--- src/rtl/hazard_pkg.sv ---
// Shared constants and helpers for the register scoreboard.
// Latency: n/a (compile-time helpers only).
// Backpressure: n/a.
package hazard_pkg;

  // Register 0 is hardwired and never tracked.
  localparam int REG_ZERO = 0;

  // Default latency field width and the matching reservation vector width.
  localparam int LAT_WIDTH_DEF  = 4;
  localparam int RESV_WIDTH_DEF = 1 << LAT_WIDTH_DEF;

  // Writeback reservation vector width: one slot per representable latency.
  function automatic int unsigned resv_width(input int unsigned lat_width);
    return 32'd1 << lat_width;
  endfunction

  // Effective latency: without forwarding the consumer must also wait for
  // writeback, so the distance is added; saturated to the field maximum.
  function automatic int unsigned eff_latency(input int unsigned lat,
                                              input int unsigned forwarding,
                                              input int unsigned wb_distance,
                                              input int unsigned lat_width);
    int unsigned e;
    int unsigned lat_max;
    lat_max = (32'd1 << lat_width) - 32'd1;
    e = lat + ((forwarding != 0) ? 32'd0 : wb_distance);
    return (e > lat_max) ? lat_max : e;
  endfunction

endpackage

--- src/rtl/hazard_scoreboard_if.sv ---
// Decode/memory-completion bundle between the pipeline and the scoreboard.
// Latency: n/a (wires only).
// Backpressure: stall is the only backpressure, driven by the scoreboard.
interface hazard_scoreboard_if #(
  parameter int NUM_REGS       = 32,
  parameter int REG_ADDR_WIDTH = 5,
  parameter int LAT_WIDTH      = 4
);
  logic                      dec_valid;
  logic [REG_ADDR_WIDTH-1:0] dec_rs1;
  logic                      dec_rs1_used;
  logic [REG_ADDR_WIDTH-1:0] dec_rs2;
  logic                      dec_rs2_used;
  logic [REG_ADDR_WIDTH-1:0] dec_rd;
  logic                      dec_rd_write;
  logic                      dec_is_load;
  logic [LAT_WIDTH-1:0]      dec_latency;
  logic                      mem_done;
  logic [REG_ADDR_WIDTH-1:0] mem_rd;
  logic                      stall;
  logic [NUM_REGS-1:0]       busy_vec;
  logic [31:0]               stall_cycles;

  // Pipeline side: presents decode and load completions, observes stall.
  modport master (
    output dec_valid, dec_rs1, dec_rs1_used, dec_rs2, dec_rs2_used,
           dec_rd, dec_rd_write, dec_is_load, dec_latency, mem_done, mem_rd,
    input  stall, busy_vec, stall_cycles
  );

  // Scoreboard side.
  modport slave (
    input  dec_valid, dec_rs1, dec_rs1_used, dec_rs2, dec_rs2_used,
           dec_rd, dec_rd_write, dec_is_load, dec_latency, mem_done, mem_rd,
    output stall, busy_vec, stall_cycles
  );
endinterface

--- src/rtl/hazard_entry.sv ---
// Per-register pending-write state: busy flag, load-wait flag, countdown.
// Latency: set/clear take effect at the next edge; ready is combinational.
// Backpressure: none; the top guarantees set and mem_clr never collide.
module hazard_entry #(
  parameter int LAT_WIDTH = 4
) (
  input  logic                 clk,
  input  logic                 reset,
  input  logic                 set,
  input  logic                 set_load,
  input  logic [LAT_WIDTH-1:0] set_cnt,
  input  logic                 mem_clr,
  output logic                 busy,
  output logic                 wait_mem,
  output logic                 ready
);

  logic [LAT_WIDTH-1:0] cnt;

  // Create on issue, otherwise count down and retire at 1->0 or on load completion.
  always_ff @(posedge clk or negedge reset) begin
    if (!reset) begin
      busy     <= 1'b0;
      wait_mem <= 1'b0;
      cnt      <= '0;
    end else if (set || set_load) begin
      busy     <= 1'b1;
      wait_mem <= set_load;
      cnt      <= set ? set_cnt : '0;
    end else begin
      if (cnt != '0) begin
        cnt <= cnt - LAT_WIDTH'(1);
      end
      if (cnt == LAT_WIDTH'(1)) begin
        busy <= 1'b0;
      end
      if (mem_clr && wait_mem) begin
        busy     <= 1'b0;
        wait_mem <= 1'b0;
      end
    end
  end

  // Last cycle of the countdown: the value is on the bypass this cycle.
  assign ready = busy && !wait_mem && (cnt == LAT_WIDTH'(1));

endmodule

--- src/rtl/hazard_scoreboard.sv ---
// Scoreboard/hazard unit: RAW, WAW and writeback-port hazards hold decode.
// Latency: stall is combinational; tracking state updates at the next edge.
// Backpressure: stall=1 holds decode; no instruction is accepted while stalled.
module hazard_scoreboard
  import hazard_pkg::*;
#(
  parameter int NUM_REGS       = 32,
  parameter int REG_ADDR_WIDTH = 5,
  parameter int LAT_WIDTH      = 4,
  parameter int FORWARDING     = 1,
  parameter int WB_DISTANCE    = 3
) (
  input  logic               clk,
  input  logic               reset,
  hazard_scoreboard_if.slave bus
);

  localparam int RESV_W = resv_width(LAT_WIDTH);

  logic [NUM_REGS-1:0]  busy_q;
  logic [NUM_REGS-1:0]  wait_q;
  logic [NUM_REGS-1:0]  ready_q;
  logic [NUM_REGS-1:0]  set_vec;
  logic [NUM_REGS-1:0]  set_load_vec;
  logic [NUM_REGS-1:0]  mem_clr_vec;
  logic [RESV_W-1:0]    resv_q;
  logic [31:0]          stall_cnt;
  logic [LAT_WIDTH-1:0] eff_lat;
  logic                 rs1_nz;
  logic                 rs2_nz;
  logic                 rd_nz;
  logic                 stall;
  logic                 issue;
  logic                 issue_timed;

  assign eff_lat = LAT_WIDTH'(eff_latency(32'(bus.dec_latency), FORWARDING,
                                          WB_DISTANCE, LAT_WIDTH));

  assign rs1_nz = (bus.dec_rs1 != REG_ADDR_WIDTH'(REG_ZERO));
  assign rs2_nz = (bus.dec_rs2 != REG_ADDR_WIDTH'(REG_ZERO));
  assign rd_nz  = (bus.dec_rd  != REG_ADDR_WIDTH'(REG_ZERO));

  // Hazard detection from registered state and the decode-stage instruction.
  // A producer in its ready cycle is bypassed, so RAW ignores it; WAW does not.
  always_comb begin
    stall = 1'b0;
    if (bus.dec_valid) begin
      if (bus.dec_rs1_used && rs1_nz && busy_q[bus.dec_rs1] && !ready_q[bus.dec_rs1]) begin
        stall = 1'b1;
      end
      if (bus.dec_rs2_used && rs2_nz && busy_q[bus.dec_rs2] && !ready_q[bus.dec_rs2]) begin
        stall = 1'b1;
      end
      if (bus.dec_rd_write && rd_nz && busy_q[bus.dec_rd]) begin
        stall = 1'b1;
      end
      if (bus.dec_rd_write && rd_nz && !bus.dec_is_load &&
          (eff_lat != '0) && resv_q[eff_lat]) begin
        stall = 1'b1;
      end
    end
  end

  assign issue       = bus.dec_valid && !stall && bus.dec_rd_write && rd_nz;
  assign issue_timed = issue && !bus.dec_is_load && (eff_lat != '0);

  assign busy_q[0]       = 1'b0;
  assign wait_q[0]       = 1'b0;
  assign ready_q[0]      = 1'b0;
  assign set_vec[0]      = 1'b0;
  assign set_load_vec[0] = 1'b0;
  assign mem_clr_vec[0]  = 1'b0;

  for (genvar i = 1; i < NUM_REGS; i++) begin : g_entry
    assign set_vec[i]      = issue_timed && (bus.dec_rd == REG_ADDR_WIDTH'(i));
    assign set_load_vec[i] = issue && bus.dec_is_load && (bus.dec_rd == REG_ADDR_WIDTH'(i));
    assign mem_clr_vec[i]  = bus.mem_done && (bus.mem_rd == REG_ADDR_WIDTH'(i));

    hazard_entry #(.LAT_WIDTH(LAT_WIDTH)) u_entry (
      .clk      (clk),
      .reset    (reset),
      .set      (set_vec[i]),
      .set_load (set_load_vec[i]),
      .set_cnt  (eff_lat),
      .mem_clr  (mem_clr_vec[i]),
      .busy     (busy_q[i]),
      .wait_mem (wait_q[i]),
      .ready    (ready_q[i])
    );
  end

  // Writeback reservations: set and shift in the same edge, so bit k seen in
  // decode means the port is taken k cycles from now, matching a new E=k.
  always_ff @(posedge clk or negedge reset) begin
    if (!reset) begin
      resv_q <= '0;
    end else if (issue_timed) begin
      resv_q <= (resv_q | (RESV_W'(1) << eff_lat)) >> 1;
    end else begin
      resv_q <= resv_q >> 1;
    end
  end

  // Saturating count of stalled cycles.
  always_ff @(posedge clk or negedge reset) begin
    if (!reset) begin
      stall_cnt <= '0;
    end else if (stall && (stall_cnt != 32'hFFFF_FFFF)) begin
      stall_cnt <= stall_cnt + 32'd1;
    end
  end

  assign bus.stall        = stall;
  assign bus.busy_vec     = busy_q;
  assign bus.stall_cycles = stall_cnt;

endmodule

--- src/flat_wrapper.sv ---
// flat-port wrapper written by rule: the top's interface ports become plain ports
module hazard_scoreboard_flat import hazard_pkg::*;
#(
  parameter int NUM_REGS       = 32,
  parameter int REG_ADDR_WIDTH = 5,
  parameter int LAT_WIDTH      = 4,
  parameter int FORWARDING     = 1,
  parameter int WB_DISTANCE    = 3
)
  (clk, reset, bus_dec_valid, bus_dec_rs1, bus_dec_rs1_used, bus_dec_rs2, bus_dec_rs2_used, bus_dec_rd, bus_dec_rd_write, bus_dec_is_load, bus_dec_latency, bus_mem_done, bus_mem_rd, bus_stall, bus_busy_vec, bus_stall_cycles);
  hazard_scoreboard_if #(.NUM_REGS(NUM_REGS), .REG_ADDR_WIDTH(REG_ADDR_WIDTH), .LAT_WIDTH(LAT_WIDTH)) bus_i ();
  input  logic clk;
  input  logic reset;
  input wire logic [$bits(bus_i.dec_valid)-1:0] bus_dec_valid;
  input wire logic [$bits(bus_i.dec_rs1)-1:0] bus_dec_rs1;
  input wire logic [$bits(bus_i.dec_rs1_used)-1:0] bus_dec_rs1_used;
  input wire logic [$bits(bus_i.dec_rs2)-1:0] bus_dec_rs2;
  input wire logic [$bits(bus_i.dec_rs2_used)-1:0] bus_dec_rs2_used;
  input wire logic [$bits(bus_i.dec_rd)-1:0] bus_dec_rd;
  input wire logic [$bits(bus_i.dec_rd_write)-1:0] bus_dec_rd_write;
  input wire logic [$bits(bus_i.dec_is_load)-1:0] bus_dec_is_load;
  input wire logic [$bits(bus_i.dec_latency)-1:0] bus_dec_latency;
  input wire logic [$bits(bus_i.mem_done)-1:0] bus_mem_done;
  input wire logic [$bits(bus_i.mem_rd)-1:0] bus_mem_rd;
  output wire logic [$bits(bus_i.stall)-1:0] bus_stall;
  output wire logic [$bits(bus_i.busy_vec)-1:0] bus_busy_vec;
  output wire logic [$bits(bus_i.stall_cycles)-1:0] bus_stall_cycles;
  assign bus_i.dec_valid = bus_dec_valid;
  assign bus_i.dec_rs1 = bus_dec_rs1;
  assign bus_i.dec_rs1_used = bus_dec_rs1_used;
  assign bus_i.dec_rs2 = bus_dec_rs2;
  assign bus_i.dec_rs2_used = bus_dec_rs2_used;
  assign bus_i.dec_rd = bus_dec_rd;
  assign bus_i.dec_rd_write = bus_dec_rd_write;
  assign bus_i.dec_is_load = bus_dec_is_load;
  assign bus_i.dec_latency = bus_dec_latency;
  assign bus_i.mem_done = bus_mem_done;
  assign bus_i.mem_rd = bus_mem_rd;
  assign bus_stall = bus_i.stall;
  assign bus_busy_vec = bus_i.busy_vec;
  assign bus_stall_cycles = bus_i.stall_cycles;
  hazard_scoreboard #(.NUM_REGS(NUM_REGS), .REG_ADDR_WIDTH(REG_ADDR_WIDTH), .LAT_WIDTH(LAT_WIDTH), .FORWARDING(FORWARDING), .WB_DISTANCE(WB_DISTANCE)) u_core (.clk(clk), .reset(reset), .bus(bus_i));
endmodule
--- config.mk ---
export PLATFORM = sky130hd
export DESIGN_NAME = hazard_scoreboard_flat
export DESIGN_NICKNAME = d
export VERILOG_FILES = /design/src/rtl/hazard_pkg.sv /design/src/rtl/hazard_scoreboard_if.sv /design/src/rtl/hazard_entry.sv /design/src/rtl/hazard_scoreboard.sv /design/src/flat_wrapper.sv
export SDC_FILE = /design/constraint.sdc
export NUM_CORES = 1
export LEC_CHECK = 0
export CAP_MARGIN = 0
export CORE_MARGIN = 3
export CORE_UTILIZATION = 40
export DETAILED_ROUTE_END_ITERATION = 12
export GPL_TIMING_DRIVEN = 0
export HOLD_SLACK_MARGIN = 0.05
export PLACE_DENSITY_LB_ADDON = 0.05
export SLEW_MARGIN = 15
export SYNTH_ARGS = -nofsm -noshare
export SYNTH_HDL_FRONTEND = slang
export SYNTH_SLANG_ARGS = --single-unit
--- constraint.sdc ---
create_clock -name clk -period 3.7 [get_ports clk]
set_input_delay 0.74 -clock clk [delete_from_list [all_inputs] [get_ports clk]]
set_output_delay 0.74 -clock clk [all_outputs]
set_load 0.01 [all_outputs]
# After elaboration in Yosys (flattened, before gate mapping)
# Index checks and enable logic that the tools add are counted.
dict set report op_classes {
  add_sub_neg 32
  multipliers 0
  n_div 0
  magnitude_cmp 5
  eq_ne 94
  shift 1
  mux 267
  bitwise_logic 1
  reduce_logical 398
}
# cell n
set op_table {}
lappend op_table {{$mux 4} 94}
lappend op_table {{$logic_and 1x1->1} 204}
lappend op_table {{$mux 1} 166}
lappend op_table {{$eq 5x5->1 const B} 32}
lappend op_table {{$reduce_bool 4->1} 32}
lappend op_table {{$eq 4x1->1 const B} 31}
lappend op_table {{$reduce_bool 2->1} 62}
lappend op_table {{$sub 4x1->4 const B} 31}
lappend op_table {{$reduce_bool 3->1} 31}
lappend op_table {{$eq 5x4->1 const B} 16}
lappend op_table {{$eq 5x3->1 const B} 8}
lappend op_table {{$logic_not 1->1} 35}
lappend op_table {{$add 32x1->32 const B} 1}
lappend op_table {{$ne 32x32->1 const B} 1}
lappend op_table {{$logic_or 1x1->1} 31}
lappend op_table {{$bmux 1 s5} 5}
lappend op_table {{$eq 5x2->1 const B} 4}
lappend op_table {{$lt 5x6->1 const B} 3}
lappend op_table {{$or 15x16->16} 1}
lappend op_table {{$shl 1x4->16 const A} 1}
lappend op_table {{$mux 15} 1}
lappend op_table {{$reduce_bool 5->1} 3}
lappend op_table {{$eq 5x1->1 const B} 2}
lappend op_table {{$lt 4x5->1 const B} 1}
lappend op_table {{other kinds (2)} 2}
dict set report word_totals {
  reg_bits 233
  latch_bits 0
  mem_bits_rw 0
  mem_bits_ro 0
  input_bits 32
  output_inout_bits 65
  elab_cells 893
  memories 0
}

# Logic depth before layout (Yosys ltp)
# Gate-level depths: netlist (run 1).
dict set report logic_depth {
  word_depth 21
  mapped_depth 14
  ltp_nobuf 11
}

# Hierarchy
# Synthesis (run 1) repeated with hierarchy kept, for this count alone.
dict set report unflattened {
  hier_cells 1508
  area_unflattened_um2 15373.5
}
# module instances cells_each area_per_inst_um2 seq_area_each_um2
set modules_own_cells {}
lappend modules_own_cells {hazard_entry 31 32 360.3 150.1}
lappend modules_own_cells {hazard_scoreboard 1 516 4202.8 1176.1}

# Worst setup path after synthesis (run 1)
# OpenSTA, ideal clock, no wires.
dict set report synth_path {
  kind {input to output}
  startpoint {input bus_dec_rs1[2]}
  endpoint {output bus_stall}
  t_arrival_ps 2310
  required_time_ps 2960
  path_slack_ps 650
  path_stages 8
  n_path_buf 1
  path_cell_list {buf_2 nor2b_1 a221o_1 a211o_1 a2bb2oi_1 nand4_2 nand2_1 o21a_1}
}
dict set report synth_via {
  elab_chain_len 9
  word_cells_on_any_way 14
  cone_classes {mux (9); reduce/logical (5)}
}
# element line
set synth_lines {}
lappend synth_lines {{from (decl)} flat_wrapper.sv:15} ;# input wire logic [$bits(bus_i.dec_rs1)-1:0] bus_dec_rs1;
lappend synth_lines {{$bmux 1 s5 or $reduce_bool 5->1 (tied branches)} {hazard_scoreboard.sv:48, hazard_scoreboard.sv:39}}
lappend synth_lines {{$mux 1 (implied by the code) or $logic_and 1x1->1 (tied branches)} hazard_scoreboard.sv:48} ;# if (bus.dec_rs1_used && rs1_nz && busy_q[bus.dec_rs1] && !ready_q[bus.dec_rs1]) begin
lappend synth_lines {{$logic_and 1x1->1 or $logic_not 1->1 (tied branches)} hazard_scoreboard.sv:48}
lappend synth_lines {{$logic_and 1x1->1 *} hazard_scoreboard.sv:48}
lappend synth_lines {{$mux 1 *} hazard_scoreboard.sv:48}
lappend synth_lines {{$mux 1 *} hazard_scoreboard.sv:51} ;# if (bus.dec_rs2_used && rs2_nz && busy_q[bus.dec_rs2] && !ready_q[bus.dec_rs2]) begin
lappend synth_lines {{$mux 1 *} hazard_scoreboard.sv:54} ;# if (bus.dec_rd_write && rd_nz && busy_q[bus.dec_rd]) begin
lappend synth_lines {{$mux 1 *} hazard_scoreboard.sv:57} ;# if (bus.dec_rd_write && rd_nz && !bus.dec_is_load &&
lappend synth_lines {{$mux 1 *} hazard_scoreboard.sv:47} ;# if (bus.dec_valid) begin
lappend synth_lines {{to (decl)} flat_wrapper.sv:25} ;# output wire logic [$bits(bus_i.stall)-1:0] bus_stall;
# Every way passes the cells marked *; elsewhere a longest branch is shown, timed or not. The select of a mux whose other input is x is not followed.

# Worst setup path after layout (run 1)
dict set report layout_path {
  startpoint {input bus_dec_rd[4]}
  endpoint {output bus_stall}
}
dict set report layout_via {
  elab_chain_len 7
  word_cells_on_any_way 11
  cone_classes {mux (5); reduce/logical (6)}
}
# element line
set layout_lines {}
lappend layout_lines {{from (decl)} flat_wrapper.sv:19} ;# input wire logic [$bits(bus_i.dec_rd)-1:0] bus_dec_rd;
lappend layout_lines {{parallel branches: the longest is 5 deep, another holds $bmux 1 s5} --}
lappend layout_lines {{$mux 1 *} hazard_scoreboard.sv:57}
lappend layout_lines {{$mux 1 *} hazard_scoreboard.sv:47}
# Mark *: on every way between the ends. The select of a mux whose other input is x is not followed.

==> results.json, run 1 <==
{
  "io_buffer_count": 88,
  "vias": 12710,
  "timing.rr.end": "u_core.g_entry[4].u_entry.cnt[0]$_DFFE_PN0P_",
  "grt_pass1_vias": 12500,
  "routed_wl_mm": 48.85,
  "dp.cells": 2098,
  "dieHeight_um": 197.9,
  "grt_max_degree": 91,
  "multi_input_area_um2": 8237,
  "drive_gt1_share_pct": 15.79,
  "min_path_type": "reg -> reg",
  "grt_usage_pct": 24.97,
  "die_area_um2": 39180,
  "avgSynthCellArea_um2": 9.532,
  "ios": 97,
  "fin_ws_ns": -0.03487,
  "num_rows": 69,
  "wl_per_cell_um": 22.64,
  "status": "finished, violations left",
  "yosysWarnings": 0,
  "ys_types": 79,
  "synth_fp_nets": 1672,
  "grt_pass1_wl_mm": 76.14,
  "place_area_um2": 16280,
  "critPathKind": "in -> out",
  "via_per_inst": 5.889,
  "ys_seq_area_share_pct": 39.57,
  "fin_crit_ns": 3.735,
  "synth-main-ff-cell": "dfrtp_1",
  "timing.critical_path.from": "bus_dec_rd[4]",
  "cts_buffers": 28,
  "path_max_fanout": 4,
  "gp_congestion": 0.9793,
  "areaGrowthSynthToFinish_pct": 19.29,
  "endpoint": "bus_stall",
  "clkSinkCount": 233,
  "arrival_ns": 2.99,
  "r2r_slack_ns": 0.11,
  "antenna_found_initial": 2,
  "holdWs_ns": 0.4499,
  "synth_edf_count": 0,
  "cp-end-kind": "output pin",
  "coreArea_um2": 35910,
  "clk-insertion-delay-late_ns": 0.56,
  "startpoint_type": "input pin",
  "dieWidth_um": 197.9,
  "drv_slew": 0,
  "synthCells": 1546,
  "place_hpwl_mm": 35.28,
  "violations": "setup timing",
  "nNetsFinal": 1801,
  "vdd_drop_max_mv": 0.4521,
  "worstPathRequired_ns": 2.96,
  "cts.clk_slew.worst_paths_ns": 0.06,
  "r2r-start": "u_core.g_entry[29].u_entry.cnt[1]$_DFFE_PN0P_",
  "drt_pre_antenna_iters": 5,
  "grt_overflow_total": 0,
  "final_cells": 2158,
  "ys_seq_elements": 233,
  "clockBufferDepth": 3,
  "fmax_ghz": 0.2677,
  "design_area_um2": 17580,
  "async_flop_share_pct": 100.0,
  "ant_nets": 0,
  "drtIter0Drc": 1040,
  "rsz0062_at_grt": "true",
  "period_share_pct": 100.9,
  "tightest_slew_ns": 0.9566,
  "fillers": 3405,
  "route.detailed.drc": 0,
  "synth.cell_area_um2": 14740,
  "hold_viol": 0,
  "start_util_pct": 41.03,
  "cts_root_buf": "clkbuf_16",
  "power.density_nw_per_um2": 669.1,
  "ff_latch_area_um2": 5831,
  "finClkSkew_ns": 0.01968,
  "cts_tree": "yes",
  "antenna_cells": 0,
  "h-tree-depth": 1,
  "min_from": "u_core.resv_q[9]$_DFF_PN0_",
  "setup_viol": 1,
  "leakagePower_nw": 7.557,
  "rr_worst_depth": 13,
  "drv_cap": 0,
  "max_slew_margin_pct": 35.99
}
## where the power goes
group | switching [mW] | internal (mW) | leakage [nW] | total (mW)
Clock | 1.13 | 1.80 | 0.491 | 2.93
Combinational | 2.40 | 2.20 | 4.09 | 4.59
Sequential | 0.847 | 3.40 | 2.97 | 4.24
Total | 4.38 | 7.39 | 7.56 | 11.8
## logic make-up after synthesis
logic type	count (synthesis)	share of synthesized area, %
AO/OA/AOI/OAI	351	16.64
multiplexers	33	3.914
flip-flops	233	39.57
AND/OR/NAND/NOR	565	20.16
XOR/XNOR	95	5.646
adder cells (fa/ha/maj)	94	7.981
other	1	0.02545
buffers and inverters	174	6.062
## synth_stat cells (18+ instances only)
master	count	area share, %
o22ai_1	105	4.5
nor2b_1	19	0.81
nor3_1	53	1.8
o21ai_0	47	1.6
clkbuf_1	18	0.46
nand2_1	143	3.6
a31o_2	31	1.8
buf_2	20	0.68
nor2_1	112	2.9
or3_1	30	1.3
dfrtp_1	233	40
xor2_1	50	3.0
o221ai_1	22	1.3
nand3_1	55	1.9
inv_1	83	2.1
xnor2_1	45	2.7
nor3b_1	22	1.1
ha_1	94	8.0
nand2b_1	19	0.81
a21oi_1	50	1.7
buf_4	39	2.0
## state kept, by name (all words and copies together) (netlist names)
register / flops
u_core.bus.stall_cycles: 32
u_core.g_entry.u_entry.busy: 31
u_core.g_entry.u_entry.cnt: 124
u_core.g_entry.u_entry.wait_mem: 31
u_core.resv_q: 15
## metrics by stage
step                power, mW  util (%)  setup TNS [ns]  setup WS [ns]
finish                  11.76     48.95        -0.03487       -0.03487
global placement        8.548     45.09        -2219.18         -8.929
detailed placement      8.687     45.34         -136.64        -0.9833
global route            12.72     48.95        -0.09091       -0.09091
CTS                     11.74     48.56        -0.02969       -0.02969
floorplan               7.469         -               0         0.6504
## cells in the final DEF (no fill, tap or decap), drive strengths merged, types with 47 or more instances in the layout
cell type / n
o21ai: 47
o22ai: 113
nor3: 53
clkbuf: 63
ha: 94
dfrtp: 233
inv: 83
nand2: 143
buf: 82
a21oi: 51
clkdlybuf4s50: 82
nand3: 55
nor2: 117
xor2: 50
## final cells by class
type | instances | share of cell area [%]
inverter | 83 | 1.772
timing repair buffer | 99 | 5.822
tap | 461 | 3.281
clock buffer | 42 | 4.854
multi-input combinational | 1139 | 46.85
buffer | 91 | 3.459
clock inverter | 10 | 0.7900
sequential | 233 | 33.17
## worst min-delay path by stage
| stage | end | slack [ns] | depth (start not counted) |
|---|---|---|---|
| floorplan | u_core.resv_q[1]$_DFF_PN0_ | 0.42 | 1 |
| CTS | u_core.resv_q[1]$_DFF_PN0_ | 0.45 | 1 |
| finish | u_core.resv_q[8]$_DFF_PN0_ | 0.45 | 1 |
| detailed placement | u_core.resv_q[1]$_DFF_PN0_ | 0.43 | 1 |
| global placement | u_core.resv_q[1]$_DFF_PN0_ | 0.43 | 1 |
| global route | u_core.resv_q[9]$_DFF_PN0_ | 0.47 | 1 |
## worst max-delay path: stages
cell and delay (ns):
clkdlybuf4s50_1 0.49, nor3_1 0.79, a21boi_0 0.39, nand2b_1 0.17, nand2_1 0.09, o21a_1 0.18, buf_2 0.14
## routing by layer
metal  wire length [um]  track usage, %  up-vias
met5                 21               0        -
met4               1138           6.160        4
met3               3086           3.267       61
met2              21790           38.91      410
met1              22820           36.96     6360
li1                   -               -     5874
## repair_timing
| action | CTS | global route |
|---|---|---|
| hold endpoints to repair | 17 | 0 |
| resized for setup | 44 | 36 |
| endpoints found under the setup margin | 156 | 105 |
| hold buffers | 1 | 0 |
| setup buffers | 3 | 4 |
| pin swaps | 7 | 8 |
Note: power is estimated with default switching activity, not from simulation.
==> inputs of run 2 (changes only) <==
==> constraint.sdc (replaced) <==
create_clock -name clk -period 3.7 [get_ports clk]
set_input_delay 0.74 -clock clk [delete_from_list [all_inputs] [get_ports clk]]
set_output_delay 0.74 -clock clk [all_outputs]
set_load 0.005 [all_outputs]
==> results.json, run 2 (synthesis results as in run 1) <==
{
  "status": "finished, violations left",
  "violations": "setup timing",
  "drtIter0Drc": 952,
  "finalSetupTns_ns": -0.003029,
  "switching_power_mw": 4.351,
  "gp_congestion": 0.9793,
  "grt_usage_pct": 24.98,
  "drive_gt1_share_pct": 15.76,
  "leakagePower_nw": 7.546,
  "cts_tree": "yes",
  "p_seq_share_pct": 36.2,
  "power.density_nw_per_um2": 667.5,
  "comb_power_share_pct": 38.7,
  "cts.clk_slew.worst_paths_ns": 0.06,
  "antenna_found_initial": 2,
  "final_common_cell": "dfrtp_1",
  "vdd_drop_max_mv": 0.4417,
  "grt_max_degree": 91,
  "clkPwrFrac_pct": 25.1,
  "cts_buffers": 28,
  "fmax_ghz": 0.2700,
  "swShare_pct": 37.13,
  "grt_pass1_wl_mm": 76.19,
  "place_hpwl_mm": 35.28,
  "routed_wl_mm": 48.88,
  "clockBufferDepth": 3,
  "io_buffer_count": 88,
  "critPathKind": "in -> out",
  "start_util_pct": 41.03,
  "via_per_inst": 5.865,
  "grt_pass1_vias": 12500,
  "path_delay_family": "simple AND/OR/NAND/NOR gates",
  "p_int_mw": 7.366,
  "fillers": 3407,
  "largest_reg_flops": 124,
  "hold_viol": 0,
  "place_area_um2": 16280,
  "antenna_cells": 0,
  "num_rows": 69,
  "worstPathRequired_ns": 2.96,
  "ios": 97,
  "cp-end-kind": "output pin",
  "h-tree-depth": 1,
  "path_max_fanout": 4,
  "areaGrowthSynthToFinish_pct": 19.11,
  "finClkSkew_ns": 0.01960,
  "setup_viol": 1,
  "finish.utilization_pct": 48.87,
  "startpoint_type": "input pin",
  "clkSinkCount": 233,
  "clk-insertion-delay-late_ns": 0.56,
  "design_area_um2": 17550,
  "period_share_pct": 100.1,
  "vias": 12640,
  "drv_slew": 0,
  "dieHeight_um": 197.9,
  "die_area_um2": 39180,
  "coreArea_um2": 35910,
  "dieWidth_um": 197.9,
  "grt_overflow_total": 0,
  "crit_slowest_cell": "nor3_1",
  "cp_num_buf_inv": 2,
  "fin_crit_ns": 3.703,
  "arrival_ns": 2.96,
  "final_cell_mix": "dfrtp_1, nand2_1, o22ai_1, ha_1, nor2_1",
  "cp_cell_sequence": "clkdlybuf4s50_1, nor3_1, a21boi_0, nand2b_1, nand2_1, o21a_1, buf_2",
  "ant_nets": 0,
  "min_path_type": "reg -> reg",
  "tightest_slew_ns": 0.9869,
  "route.detailed.drc": 0,
  "cpPeakStageDelay_ns": 0.77,
  "nNetsFinal": 1798,
  "wl_per_cell_um": 22.68,
  "rsz0062_at_grt": "true",
  "drv_cap": 0,
  "max_slew_margin_pct": 34.21,
  "cts_root_buf": "clkbuf_16",
  "fin_ws_ns": -0.003029,
  "drt_pre_antenna_iters": 5,
  "largest-register": "u_core.g_entry.u_entry.cnt"
}
-- run 2: cell count changes in the layout (fill, tap and decap cells not counted), sizes merged --
cell | previous run | this run
buf | 82 | 79
-- run 2: layout make-up --
class                      count  area [um2]  area share [%]
tap                          461       576.8           3.286
sequential                   233        5831           33.22
multi-input combinational   1139        8230           46.89
timing repair buffer          96        1001           5.702
buffer                        91       610.6           3.479
inverter                      83       311.5           1.775
clock inverter                10       138.9          0.7912
clock buffer                  42       853.3           4.861
-- run 2: power groups by stage --
| stage | registers, mW | logic (mW) | clock network, mW |
|---|---|---|---|
| final | 4.24 | 4.54 | 2.94 |
| after global routing | 4.37 | 5.19 | 3.11 |
| after CTS | 4.22 | 4.52 | 2.99 |
| after detailed placement | 4.23 | 4.43 | 0 |
| after global placement | 4.23 | 4.29 | 0 |
| after floorplan | 4.00 | 3.44 | 0 |
-- run 2: per-stage QoR --
step / worst slack (ns) / instances / hold WS, ns / total power, mW
5_1_grt: -0.09512 / 2155 / 0.4661 / 12.67
2_1_floorplan: 0.6837 / 1546 / 0.4226 / 7.442
3_5_place_dp: -0.9833 / 2098 / 0.4335 / 8.660
4_1_cts: -0.01631 / 2155 / 0.4533 / 11.73
3_3_place_gp: -8.929 / 2095 / 0.4341 / 8.520
6_report: -0.003029 / 2155 / 0.4482 / 11.72
-- run 2: path summary, 6_finish.rpt --
check / cells after the start / from / slack [ns] / to
max in group asynchronous: 4 / reset / 2.16 / u_core.g_entry[15].u_entry.wait_mem$_DFFE_PN0P_
max reg2reg: 13 / u_core.g_entry[18].u_entry.cnt[1]$_DFFE_PN0P_ / 0.07 / u_core.g_entry[4].u_entry.cnt[0]$_DFFE_PN0P_
min: 1 / u_core.resv_q[9]$_DFF_PN0_ / 0.45 / u_core.resv_q[8]$_DFF_PN0_
min in group asynchronous: 2 / reset / 0.60 / u_core.g_entry[23].u_entry.cnt[0]$_DFFE_PN0P_
min reg2reg: 1 / u_core.resv_q[9]$_DFF_PN0_ / 0.45 / u_core.resv_q[8]$_DFF_PN0_
max: 7 / bus_dec_rd[4] / -0.003 / bus_stall
-- run 2: worst reg2reg max path, delay by kind of cell (launching register included) --
kind / cells / cell delay, ns
buffers and inverters: 3 / 0.70
adders and majority gates: 1 / 0.18
and+or+nand+nor: 5 / 1.49
DFF: 1 / 0.39
AOI/OAI and AO/OA: 4 / 0.73
-- run 2: layer usage --
metal | global-route usage (%) | part of all wire (%) | vias to the layer above
met2 | 39.07 | 45 | 377
met5 | 0 | 0.043 | -
met4 | 5.924 | 2.1 | 4
met1 | 36.99 | 47 | 6332
li1 | - | - | 5869
met3 | 3.250 | 6.1 | 56
-- run 2: timing repair --
action                                  in CTS  in global routing
pin swaps                                    9                  4
buffers inserted                             4                  0
hold buffers                                 1                  0
hold endpoints to repair                    17                  0
endpoints found under the setup margin     156                100
gates resized for setup                     48                 35
==> inputs of run 3 (changes only) <==
--- a/config.mk
+++ b/config.mk
@@ -12,7 +12,7 @@
 export GPL_TIMING_DRIVEN = 0
 export HOLD_SLACK_MARGIN = 0.05
 export PLACE_DENSITY_LB_ADDON = 0.05
-export SLEW_MARGIN = 15
+export SLEW_MARGIN = 20
 export SYNTH_ARGS = -nofsm -noshare
 export SYNTH_HDL_FRONTEND = slang
 export SYNTH_SLANG_ARGS = --single-unit
==> results of run 3 <==
No change in the layout: final DEF, timing and power equal those of run 2.
